==> src/rtl/alu_ctrl_seq.sv <==
// alu_ctrl_seq: registered, handshaked ALU control decoder between decode and EX.
//   Accepts one {opcode,funct} per valid/ready transfer and presents the ALU
//   control word one cycle later. Multi-cycle ops (mult/multu/div/divu) hold
//   off new input while EX is occupied for MUL_CYCLES/DIV_CYCLES cycles.
// Ports:
//   clk, rst_n            clock, synchronous active-low reset
//   in_valid/in_ready     input handshake for opcode/funct
//   opcode, funct         instruction [31:26] and [5:0]
//   out_valid/out_ready   output handshake for ctrl_bits/illegal/multi_cycle
//   ctrl_bits             ALU control word (6-bit code zero-extended)
//   illegal               undecodable opcode (qualified by out_valid)
//   multi_cycle           mult/div op (qualified by out_valid)
//   busy                  multi-cycle sequence in progress
//   done                  one-cycle pulse after a multi-cycle sequence ends
module alu_ctrl_seq #(
   parameter int          CTRL_W       = 6,
   parameter int          MUL_CYCLES   = 4,
   parameter int          DIV_CYCLES   = 32,
   parameter logic [5:0]  ILLEGAL_CODE = 6'b111111
) (
   input  logic              clk,
   input  logic              rst_n,
   input  logic              in_valid,
   output logic              in_ready,
   input  logic [5:0]        opcode,
   input  logic [5:0]        funct,
   output logic              out_valid,
   input  logic              out_ready,
   output logic [CTRL_W-1:0] ctrl_bits,
   output logic              illegal,
   output logic              multi_cycle,
   output logic              busy,
   output logic              done
);

   localparam int MAX_CYC = (MUL_CYCLES > DIV_CYCLES) ? MUL_CYCLES : DIV_CYCLES;
   localparam int CNT_W   = $clog2(MAX_CYC + 1);
   localparam logic [CNT_W-1:0] MUL_LOAD = CNT_W'(MUL_CYCLES - 1);
   localparam logic [CNT_W-1:0] DIV_LOAD = CNT_W'(DIV_CYCLES - 1);

   typedef enum logic [1:0] {
      S_EMPTY,
      S_FULL,
      S_BUSY
   } state_t;

   state_t           state, state_nx;
   logic [5:0]       ctrl_r;
   logic             ill_r;
   logic             mc_r;
   logic             div_r;
   logic [CNT_W-1:0] cnt, cnt_nx;
   logic             done_r, done_nx;

   logic [5:0]       dec_code;
   logic             dec_illegal;
   logic             dec_mul;
   logic             dec_div;
   logic             accept;

   // Combinational decode of the presented instruction.
   always_comb begin
      dec_code    = '0;
      dec_illegal = 1'b0;
      case (opcode)
         6'b000000,
         6'b000001: dec_code = funct;
         6'b001000: dec_code = 6'b100000;
         6'b001001: dec_code = 6'b100001;
         6'b001100: dec_code = 6'b100100;
         6'b001101: dec_code = 6'b100101;
         6'b001010: dec_code = 6'b101010;
         6'b001011: dec_code = 6'b101011;
         6'b001110: dec_code = 6'b100110;
         6'b100000,
         6'b100011,
         6'b101000,
         6'b101011: dec_code = 6'b100001;
         6'b001111: dec_code = 6'b111000;
         6'b000100: dec_code = 6'b110000;
         6'b000101: dec_code = 6'b110001;
         6'b000111: dec_code = 6'b110010;
         6'b000110: dec_code = 6'b110011;
         default: begin
            dec_code    = ILLEGAL_CODE;
            dec_illegal = 1'b1;
         end
      endcase
      // mult/multu = 01100x, div/divu = 01101x
      dec_mul = (opcode == 6'b000000) && (funct[5:1] == 5'b01100);
      dec_div = (opcode == 6'b000000) && (funct[5:1] == 5'b01101);
   end

   // Next-state and handshake logic.
   always_comb begin
      state_nx = state;
      cnt_nx   = cnt;
      done_nx  = 1'b0;
      in_ready = 1'b0;
      case (state)
         S_EMPTY: begin
            in_ready = 1'b1;
            if (in_valid) state_nx = S_FULL;
         end
         S_FULL: begin
            if (out_ready) begin
               if (mc_r) begin
                  state_nx = S_BUSY;
                  cnt_nx   = div_r ? DIV_LOAD : MUL_LOAD;
               end else begin
                  // Hand-off and refill in the same cycle keeps one op/cycle.
                  in_ready = 1'b1;
                  state_nx = in_valid ? S_FULL : S_EMPTY;
               end
            end
         end
         S_BUSY: begin
            if (cnt == '0) begin
               state_nx = S_EMPTY;
               done_nx  = 1'b1;
            end else begin
               cnt_nx = cnt - 1'b1;
            end
         end
         default: state_nx = S_EMPTY;
      endcase
      accept = in_valid && in_ready;
   end

   always_ff @(posedge clk) begin
      if (!rst_n) begin
         state  <= S_EMPTY;
         ctrl_r <= '0;
         ill_r  <= 1'b0;
         mc_r   <= 1'b0;
         div_r  <= 1'b0;
         cnt    <= '0;
         done_r <= 1'b0;
      end else begin
         state  <= state_nx;
         cnt    <= cnt_nx;
         done_r <= done_nx;
         if (accept) begin
            ctrl_r <= dec_code;
            ill_r  <= dec_illegal;
            mc_r   <= dec_mul || dec_div;
            div_r  <= dec_div;
         end
      end
   end

   assign out_valid   = (state == S_FULL);
   assign busy        = (state == S_BUSY);
   assign done        = done_r;
   assign ctrl_bits   = CTRL_W'(ctrl_r);
   assign illegal     = ill_r;
   assign multi_cycle = mc_r;

endmodule

==> config.mk <==
export PLATFORM = sky130hd
export DESIGN_NAME = alu_ctrl_seq
export DESIGN_NICKNAME = d
export VERILOG_FILES = /design/src/rtl/alu_ctrl_seq.sv
export SDC_FILE = /design/constraint.sdc
export NUM_CORES = 1
export LEC_CHECK = 0
export CORE_ASPECT_RATIO = 0.8
export CORE_UTILIZATION = 50
export DETAILED_ROUTE_END_ITERATION = 16
export GPL_TIMING_DRIVEN = 0
export PLACE_DENSITY_LB_ADDON = 0.1
export SLEW_MARGIN = 15
export SYNTH_ARGS = -nofsm -noshare
export SYNTH_HDL_FRONTEND = slang
export SYNTH_SLANG_ARGS = --single-unit
export TNS_END_PERCENT = 5
==> constraint.sdc <==
create_clock -name clk -period 4.3 [get_ports clk]
set_clock_uncertainty 0.05 [all_clocks]
set_input_delay 0.43 -clock clk [delete_from_list [all_inputs] [get_ports clk]]
set_output_delay 0.43 -clock clk [all_outputs]
set_load 0.01 [all_outputs]
==> results.sh, run 1 <==
export IMPL_finalSetupViolCount=0
export IMPL_min_path_cells=2
export IMPL_critPathTopFamily="buffers and inverters"
export IMPL_worstHoldEndpoint="div_r$_SDFFE_PN0P_"
export IMPL_htreeDepth=1
export IMPL_core_sq_um=1910
export IMPL_cts_tree="built"
export IMPL_cts_resized=0
export IMPL_dp_hpwl_microns=1950
export IMPL_outcome="complete, no violations"
export IMPL_power_density_nw_per_um2=257
export IMPL_syn_to_final_growth_pct=30.9
export IMPL_yosysTopAreaCell="dfxtp_1"
export IMPL_maxSlewViolCount=0
export IMPL_grt_ovfl_total=0
export IMPL_clkLatencyLatePin_ps=290
export IMPL_drcViolationCount=0
export IMPL_seq_power_share=0.513
export IMPL_seq_area_frac_synth=0.352
export IMPL_yosysWarnings=0
export IMPL_drive_above_1_share=0.0789
export IMPL_critPathLaunchType="input pin"
export IMPL_clk_pin_slew_ps=100
export IMPL_grt_pass1_wl_microns=4600
export IMPL_yosysMostFrequentCell="dfxtp_1"
export IMPL_crit_type="in -> out"
export IMPL_worst_path_buf_inv=2
export IMPL_cts_hold_buf=0
export IMPL_path_max_fanout=4
export IMPL_place_congestion=0.933
export IMPL_leakagePower_nw=0.513
export IMPL_pwr_share_clk=0.298
export IMPL_min_period_ps=2190
export IMPL_cp_arrival_ps=1710
export IMPL_synth_common_cells="18 x dfxtp_1, 10 x o21ai_0, 8 x a21oi_1"
export IMPL_rrSetupSlack_ps=2390
export IMPL_synth_seq_cells=18
export IMPL_r2r_cells=6
export IMPL_cap_violations=0
export IMPL_via_count=1079
export IMPL_worst_pin_slew_ps=605
export IMPL_syn_avg_cell_area_sq_um=8.32
export IMPL_clockBufferDepth=2
export IMPL_num_nets_final=171
export IMPL_crit_top_cell="clkdlybuf4s50_1"
export IMPL_p_int_uw=259
export IMPL_ys_async_sr_fraction=0
export IMPL_timing_rr_start="cnt[0]$_SDFFE_PN0P_"
export IMPL_fp_dieH_microns=42.5
export IMPL_io_pins=28
export IMPL_cts_buffers=3
export IMPL_max_stage_delay_ps=540
export IMPL_placed_cell_area_sq_um=1300
export IMPL_slew_headroom=0.597
export IMPL_syn_num_nets=141
export IMPL_numPortBuffers=25
export IMPL_synth_area_sq_um=1020
export IMPL_firstDrtPassIters=4
export IMPL_power_switching_uw=86.1
export IMPL_synthFlopType="dfxtp_1"
export IMPL_antenna_cells=0
export IMPL_end_kind="output pin"
export IMPL_rows=14
export IMPL_power_switching_share=0.249
export IMPL_hold_path_class="reg -> reg"
export IMPL_grt_max_degree=11
export IMPL_fmax_mhz=456
export IMPL_clock_sinks=18
export IMPL_drt_iter0_drc=20
export IMPL_vias_per_cell=6.13
export IMPL_ys_types=39
export IMPL_hold_viol=0
export IMPL_track_usage=0.277
export IMPL_postLayoutCellArea_sq_um=1340
export IMPL_cp_required_ps=3820
export IMPL_ant_nets=0
export IMPL_ys_top_cells_by_area="dfxtp_1 35%, o21ai_0 4.9%, a31oi_1 4.3%, a21oi_1 3.9%, nand3_1 3.4%"
export IMPL_r2r_end="cnt[0]$_SDFFE_PN0P_"
export IMPL_synth_cells=123
export IMPL_cts_setup_buffers=0
export IMPL_antenna_found_initial=0
export IMPL_cp_cell_sequence="clkdlybuf4s50_1 > nand2b_1 > a21oi_1 > clkdlybuf4s50_1"
export IMPL_p_comb_frac=0.190
export IMPL_final_period_utilization=0.510
export IMPL_grt_pass1_vias=1021
export IMPL_post_drt_wl_per_cell_microns=14.7
export IMPL_synth_top_cell_area_share=0.352
export IMPL_irDropWorstVdd_mv=0.208
export IMPL_rsz0062_at_grt="false"
export IMPL_start_util=0.536
export IMPL_wl_microns=2590
export IMPL_holdCritStartpoint="div_r$_SDFFE_PN0P_"
export IMPL_fp_dieW_microns=52.6
export IMPL_finalSetupTns_ps=0
export IMPL_clock_root_buffer="clkbuf_4"
export IMPL_synth_edf_count=0
export IMPL_dieArea_sq_um=2230
export IMPL_slowest_stage="clkdlybuf4s50_1"
[through the flow]
step	setup WS [ps]	std cells	hold WS [ps]	utilization	power, mW
after detailed placement	2080	172	424	0.683	0.245
final	2110	176	438	0.702	0.345
after floorplan	2530	123	396	-	0.210
after global placement	2110	172	412	0.683	0.243
after CTS	2100	176	441	0.702	0.347
after global routing	2030	176	469	0.702	0.364
[power by group through the flow]
| stage | Combinational (mW) | Sequential (mW) | Clock (mW) |
|---|---|---|---|
| 2_1_floorplan | 0.0274 | 0.183 | 0 |
| 3_3_place_gp | 0.0630 | 0.180 | 0 |
| 3_5_place_dp | 0.0646 | 0.181 | 0 |
| 4_1_cts | 0.0649 | 0.177 | 0.105 |
| 5_1_grt | 0.0719 | 0.178 | 0.114 |
| 6_report | 0.0654 | 0.177 | 0.103 |
[tightest hold or removal path, cell delays in order, from the launching register on]
cell and delay (ps):
dfxtp_1 330, nand2b_1 70, a21oi_1 50
[sequential cells by signal, indices dropped and copies added (netlist names)]
name and cells:
multi_cycle 1, cnt 6, div_r 1, done 1, ctrl_bits 6, illegal 1, state 2
[cells in the final DEF, fill, tap and decap left out, types with 2 or more instances in the layout]
| master | instances |
|---|---|
| a21o_1 | 2 |
| a21oi_1 | 8 |
| a31oi_1 | 7 |
| a41oi_1 | 2 |
| and4b_1 | 3 |
| buf_2 | 2 |
| clkbuf_1 | 2 |
| clkbuf_4 | 3 |
| clkdlybuf4s50_1 | 25 |
| dfxtp_1 | 18 |
| ha_1 | 2 |
| inv_1 | 7 |
| nand2_1 | 6 |
| nand2b_1 | 5 |
| nand3_1 | 7 |
| nand4_1 | 2 |
| nor2_1 | 7 |
| nor2b_1 | 2 |
| nor3_1 | 6 |
| nor4_1 | 2 |
| o211a_1 | 3 |
| o21ai_0 | 10 |
| or4_1 | 2 |
[routing by layer]
metal	global-route usage	part of all wire	routed length (microns)	up-vias
met1	0.400	0.48	1250	496
met4	0.0737	0.0058	15	0
met3	0.0797	0.071	183	4
li1	-	-	-	530
met2	0.397	0.44	1140	49
met5	0	0	0	-
[worst max path at each step]
| stage | cells after the start | from | slack (ps) | end |
|---|---|---|---|---|
| after detailed placement | 5 | opcode[0] | 2080 | ctrl_bits[4]$_SDFFE_PN0P_ |
| after global placement | 4 | out_ready | 2110 | in_ready |
| after global routing | 4 | out_ready | 2030 | in_ready |
| after floorplan | 6 | cnt[0]$_SDFFE_PN0P_ | 2530 | cnt[0]$_SDFFE_PN0P_ |
| after CTS | 4 | out_ready | 2100 | in_ready |
| final | 4 | out_ready | 2110 | in_ready |
[cells by family after synthesis]
logic type	synth area share
AO/OA/AOI/OAI	0.279
AND/OR/NAND/NOR	0.285
adder cells (fa/ha/maj)	0.0244
buffers and inverters	0.0501
flip-flops	0.352
multiplexers	0.00978
[layout make-up]
type / instances / area, sq um
buffer: 5 / 25.0
clock buffer: 4 / 36.3
fill: 156 / 569
inverter: 7 / 26.3
multi-input combinational: 93 / 612
sequential: 18 / 360
tap: 24 / 30.0
timing repair buffer: 25 / 250
No activity file was read; power rests on OpenSTA's default activity.
==> run 2, diff against run 1 <==
--- a/config.mk
+++ b/config.mk
@@ -6,7 +6,7 @@
 export NUM_CORES = 1
 export LEC_CHECK = 0
 export CORE_ASPECT_RATIO = 0.8
-export CORE_UTILIZATION = 50
+export CORE_UTILIZATION = 42
 export DETAILED_ROUTE_END_ITERATION = 16
 export GPL_TIMING_DRIVEN = 0
 export PLACE_DENSITY_LB_ADDON = 0.1
==> constraint.sdc (replaced) <==
create_clock -name clk -period 1.95 [get_ports clk]
set_clock_uncertainty 0.05 [all_clocks]
set_input_delay 0.195 -clock clk [delete_from_list [all_inputs] [get_ports clk]]
set_output_delay 0.195 -clock clk [all_outputs]
set_load 0.01 [all_outputs]
==> run 2 against run 1 <==
  * Critical path type is now reg -> reg
  * Clock power grew 130%
  * Die area grew 18%
  * Non-clock buffer count is the same
  * Final area grew 0.19%
  * First-iteration DRC count grew 10%
  * Final cell count grew 0.57%
  * The flow now finishes with violations (DRC)
  * Sequential power grew 120%
  * Combinational power grew 120%
  * Routed wire length shrank 5.7%
  * Largest power group unchanged
  * Worst hold slack lost 180 ps
==> results.sh, run 2 (synthesized netlist as in run 1, its figures left out) <==
export IMPL_outcome="finished, violations left"
export IMPL_violations="DRC"
export IMPL_grt_pass1_vias=929
export IMPL_via_count=1070
export IMPL_ant_nets=0
export IMPL_whs_ps=254
export IMPL_drive_above_1_share=0.0921
export IMPL_pre_cts_slack_ps=-40.5
export IMPL_num_nets_final=171
export IMPL_power_switching_uw=193
export IMPL_crit_path_end="cnt[0]$_SDFFE_PN0P_"
export IMPL_clock_root_buffer="clkbuf_4"
export IMPL_cp_required_ps=2100
export IMPL_r2r_cells=6
export IMPL_antenna_cells=0
export IMPL_place_congestion=0.910
export IMPL_grt_pass1_wl_microns=4040
export IMPL_fin_util=0.601
export IMPL_syn_to_final_growth_pct=31.2
export IMPL_slew_headroom=0.601
export IMPL_numPortBuffers=25
export IMPL_end_kind="flip-flop"
export IMPL_core_sq_um=2230
export IMPL_power_switching_share=0.253
export IMPL_htreeDepth=1
export IMPL_irDropWorstVdd_mv=0.519
export IMPL_crit_start="cnt[0]$_SDFFE_PN0P_"
export IMPL_drt_iter0_drc=22
export IMPL_antenna_found_initial=0
export IMPL_layout_setup_ws_ps=58.9
export IMPL_cts_resized=0
export IMPL_cp_arrival_ps=2040
export IMPL_dp_hpwl_microns=1860
export IMPL_worst_pin_slew_ps=599
export IMPL_fill_cells=211
export IMPL_cts_setup_buffers=0
export IMPL_seq_power_share=0.508
export IMPL_p_comb_frac=0.189
export IMPL_grt_max_degree=11
export IMPL_clkLatencyLatePin_ps=300
export IMPL_cts_buffers=3
export IMPL_dieArea_sq_um=2640
export IMPL_path_max_fanout=7
export IMPL_final_period_utilization=0.970
export IMPL_power_density_nw_per_um2=570
export IMPL_clk_pin_slew_ps=100
export IMPL_pwr_share_clk=0.303
export IMPL_power_uw=765
export IMPL_vias_per_cell=6.05
export IMPL_maxSlewViolCount=0
export IMPL_grt_ovfl_total=0
export IMPL_hold_viol=0
export IMPL_place_inst=173
export IMPL_crit_type="reg -> reg"
export IMPL_track_usage=0.204
export IMPL_p_int_uw=571
export IMPL_clock_sinks=18
export IMPL_clockBufferDepth=2
export IMPL_firstDrtPassIters=10
export IMPL_final_cells=177
export IMPL_cts_tree="built"
export IMPL_rsz0062_at_grt="true"
export IMPL_cts_hold_buf=0
export IMPL_final_common_cell="clkdlybuf4s50_1"
export IMPL_start_util=0.458
export IMPL_fmax_mhz=529
export IMPL_rrSetupSlack_ps=60
export IMPL_critPathLaunchType="flip-flop"
export IMPL_hold_path_class="in -> reg"
export IMPL_post_drt_wl_per_cell_microns=13.8
export IMPL_wl_microns=2450
export IMPL_r2r_end="cnt[0]$_SDFFE_PN0P_"
export IMPL_fp_dieW_microns=57.2
export IMPL_timing_rr_start="cnt[0]$_SDFFE_PN0P_"
export IMPL_finalSetupViolCount=0
export IMPL_drcViolationCount=1
export IMPL_io_pins=28
export IMPL_leakagePower_nw=0.514
export IMPL_min_period_ps=1890
export IMPL_final_cell_mix="25 x clkdlybuf4s50_1, 17 x dfxtp_1, 10 x o21ai_0"
export IMPL_rows=15
export IMPL_fp_dieH_microns=46.2
export IMPL_cap_violations=0
==> run 2: critical path, cell delays in order (launching register included) <==
cell and delay (ps):
dfxtp_2 360, inv_1 80, ha_1 160, or3b_4 390, o31a_4 320, or2_1 230
o211a_1 200
==> run 2: worst min-delay path by stage <==
stage                             from                         to  slack [ps]  depth (start not counted)
global placement    div_r$_SDFFE_PN0P_         div_r$_SDFFE_PN0P_         410                          2
finish                       opcode[1]  ctrl_bits[4]$_SDFFE_PN0P_         250                          3
CTS                          opcode[1]  ctrl_bits[4]$_SDFFE_PN0P_         250                          3
detailed placement  div_r$_SDFFE_PN0P_         div_r$_SDFFE_PN0P_         430                          2
global route                 opcode[1]  ctrl_bits[4]$_SDFFE_PN0P_         280                          3
floorplan                        rst_n            done$_SDFF_PN0_         290                          2
==> run 2: metal layers <==
metal / GRT usage / up-vias / share of wire
met2: 0.311 / 40 / 0.41
li1: - / 531 / -
met5: 0 / - / 0
met4: 0.0585 / 0 / 0.011
met1: 0.282 / 494 / 0.51
met3: 0.0590 / 5 / 0.070
==> run 2: area by class of cell <==
cell class              instances  area (sq um)  share of cell area
repair buffers                 25           250               0.186
flip-flops and latches         18           362               0.269
clock buffers                   4          36.3              0.0270
plain buffers                   5          25.0              0.0186
inverters                       7          26.3              0.0196
well taps                      25          31.3              0.0233
multi-input cells              93           612               0.456
==> run 2: power groups by stage <==
stage          clock, mW  combinational (mW)  sequential (mW)
6_report           0.232               0.144            0.389
5_1_grt            0.253               0.157            0.391
4_1_cts            0.241               0.144            0.389
3_5_place_dp           0               0.143            0.397
3_3_place_gp           0               0.140            0.397
2_1_floorplan          0              0.0603            0.403
==> run 2: per-stage QoR <==
| stage | instance area [sq um] | setup TNS [ps] |
|---|---|---|
| after CTS | 1340 | 0 |
| after floorplan | 1020 | 0 |
| after global placement | 1310 | 0 |
| after global routing | 1340 | -18.9 |
| final | 1340 | 0 |
| after detailed placement | 1310 | -68.4 |
==> run 3, diff against run 2 <==
--- a/config.mk
+++ b/config.mk
@@ -6,7 +6,7 @@
 export NUM_CORES = 1
 export LEC_CHECK = 0
 export CORE_ASPECT_RATIO = 0.8
-export CORE_UTILIZATION = 42
+export CORE_UTILIZATION = 47
 export DETAILED_ROUTE_END_ITERATION = 16
 export GPL_TIMING_DRIVEN = 0
 export PLACE_DENSITY_LB_ADDON = 0.1
==> constraint.sdc (replaced) <==
create_clock -name clk -period 1.75 [get_ports clk]
set_clock_uncertainty 0.05 [all_clocks]
set_input_delay 0.175 -clock clk [delete_from_list [all_inputs] [get_ports clk]]
set_output_delay 0.175 -clock clk [all_outputs]
set_load 0.01 [all_outputs]
==> run 3 against run 2 <==
  * The run ends with setup timing left
  * Via count rose by 9.5%
  * Final area rose by 9.0%
  * Sequential power rose by 12%
  * Count of clock-buffer cells in the layout did not move
  * Clock power rose by 12%
  * Die area fell by 10%
  * Routed wire length rose by 23%
  * First-iteration DRC count rose by 68%
  * Power rose by 13%
  * Sequential cell count did not move
==> results.sh, run 3 (synthesized netlist as in run 1, its figures left out) <==
export IMPL_cts_tree="built"
export IMPL_outcome="finished, violations left"
export IMPL_drcViolationCount=0
export IMPL_cp_required_ps=1900
export IMPL_core_sq_um=1960
export IMPL_io_pins=28
export IMPL_grt_max_degree=11
export IMPL_clock_root_buffer="clkbuf_4"
export IMPL_cts_buffers=3
export IMPL_grt_pass1_vias=1034
export IMPL_power_switching_uw=224
export IMPL_rows=14
export IMPL_grt_pass1_wl_microns=4730
export IMPL_clockBufferDepth=2
export IMPL_wl_microns=3010
export IMPL_min_period_ps=1790
export IMPL_rsz0062_at_grt="true"
export IMPL_ant_nets=0
export IMPL_p_comb_frac=0.195
export IMPL_htreeDepth=1
export IMPL_clk_pin_slew_ps=100
export IMPL_violations="setup timing"
export IMPL_fp_dieW_microns=54.2
export IMPL_final_period_utilization=1.02
export IMPL_final_cell_mix="23 x clkdlybuf4s50_1, 14 x dfxtp_1, 10 x o21ai_0"
export IMPL_worst_pin_slew_ps=423
export IMPL_vias_per_cell=6.40
export IMPL_post_drt_wl_per_cell_microns=16.4
export IMPL_finalSetupViolCount=2
export IMPL_track_usage=0.277
export IMPL_crit_type="reg -> reg"
export IMPL_drt_iter0_drc=37
export IMPL_path_max_fanout=2
export IMPL_antenna_cells=0
export IMPL_numPortBuffers=25
export IMPL_power_density_nw_per_um2=589
export IMPL_critPathLaunchType="flip-flop"
export IMPL_pwr_share_clk=0.301
export IMPL_power_switching_share=0.260
export IMPL_dp_hpwl_microns=1960
export IMPL_cap_violations=0
export IMPL_syn_to_final_growth_pct=43.0
export IMPL_cp_arrival_ps=1940
export IMPL_irDropWorstVdd_mv=0.470
export IMPL_maxSlewViolCount=0
export IMPL_num_nets_final=178
export IMPL_start_util=0.522
export IMPL_leakagePower_nw=0.574
export IMPL_pre_cts_slack_ps=-248
export IMPL_clkLatencyLatePin_ps=290
export IMPL_dieArea_sq_um=2370
export IMPL_firstDrtPassIters=4
export IMPL_hold_path_class="in -> reg"
export IMPL_clock_sinks=18
export IMPL_layout_setup_ws_ps=-38.3
export IMPL_hold_viol=0
export IMPL_antenna_found_initial=0
export IMPL_p_int_uw=639
export IMPL_final_common_cell="clkdlybuf4s50_1"
export IMPL_fp_dieH_microns=43.7
export IMPL_via_count=1172
export IMPL_end_kind="flip-flop"
export IMPL_seq_power_share=0.504
export IMPL_place_congestion=0.942
export IMPL_grt_ovfl_total=0
export IMPL_drive_above_1_share=0.214
export IMPL_fmax_mhz=559
export IMPL_slew_headroom=0.718
export IMPL_power_uw=862
## run 3: cell types whose count changed in the layout (fill, tap and decap cells not counted), sizes merged
| cell | delta |
|---|---|
| buf | +7 |
| clkdlybuf4s50 | -2 |
| dlygate4sd2 | +2 |
## run 3: power by group through the flow
| stage | sequential (mW) | combinational (mW) | clock, mW |
|---|---|---|---|
| 2_1_floorplan | 0.449 | 0.0672 | 0 |
| 3_3_place_gp | 0.442 | 0.155 | 0 |
| 3_5_place_dp | 0.443 | 0.160 | 0 |
| 4_1_cts | 0.434 | 0.161 | 0.264 |
| 5_1_grt | 0.437 | 0.183 | 0.277 |
| 6_report | 0.434 | 0.168 | 0.259 |
## run 3: metal layers
layer | part of all wire | wire length (microns) | global-route usage
met1 | 0.43 | 1300 | 0.380
met2 | 0.48 | 1430 | 0.434
met3 | 0.069 | 206 | 0.0667
met4 | 0.021 | 63 | 0.0667
met5 | 0 | 0 | 0
## run 3: worst max-delay path: stages (launching register included)
cell and delay [ps]:
dfxtp_2 340, inv_2 80, ha_4 120, or3b_4 380, o31a_4 290, or2_4 230
o211a_1 200
## run 3: final timing paths
kind	cells after the start	endpoint	from	slack (ps)
min reg2reg	1	state[0]$_SDFFE_PN0P_	state[1]$_SDFFE_PN0P_	450
max	6	cnt[0]$_SDFFE_PN0P_	cnt[1]$_SDFFE_PN0P_	-40
min	3	ctrl_bits[4]$_SDFFE_PN0P_	opcode[1]	260
max reg2reg	6	cnt[0]$_SDFFE_PN0P_	cnt[1]$_SDFFE_PN0P_	-40
## run 3: what timing repair did
action,4_1_cts,5_1_grt
resized for setup,14,8
hold buffers,0,0
gates cloned,0,0
setup endpoints to repair,5,15
pin swaps,2,3
setup buffers,5,2
## run 3: stage by stage
step / instances / instance area [sq um] / TNS (ps) / util / hold WS (ps)
4_1_cts: 181 / 1400 / -144 / 0.716 / 253
2_1_floorplan: 123 / 1020 / -18.2 / - / 269
3_3_place_gp: 172 / 1300 / -1200 / 0.665 / 410
5_1_grt: 183 / 1460 / -167 / 0.746 / 266
3_5_place_dp: 172 / 1300 / -2060 / 0.665 / 430
6_report: 183 / 1460 / -45.5 / 0.746 / 264
## run 3: area by class of cell
type,count,area [sq um]
plain buffers,5,25.0
clock buffers,4,36.3
fillers,140,498
inverters,7,26.3
multi-input cells,93,681
flip-flops and latches,18,365
well taps,24,30.0
repair buffers,32,300
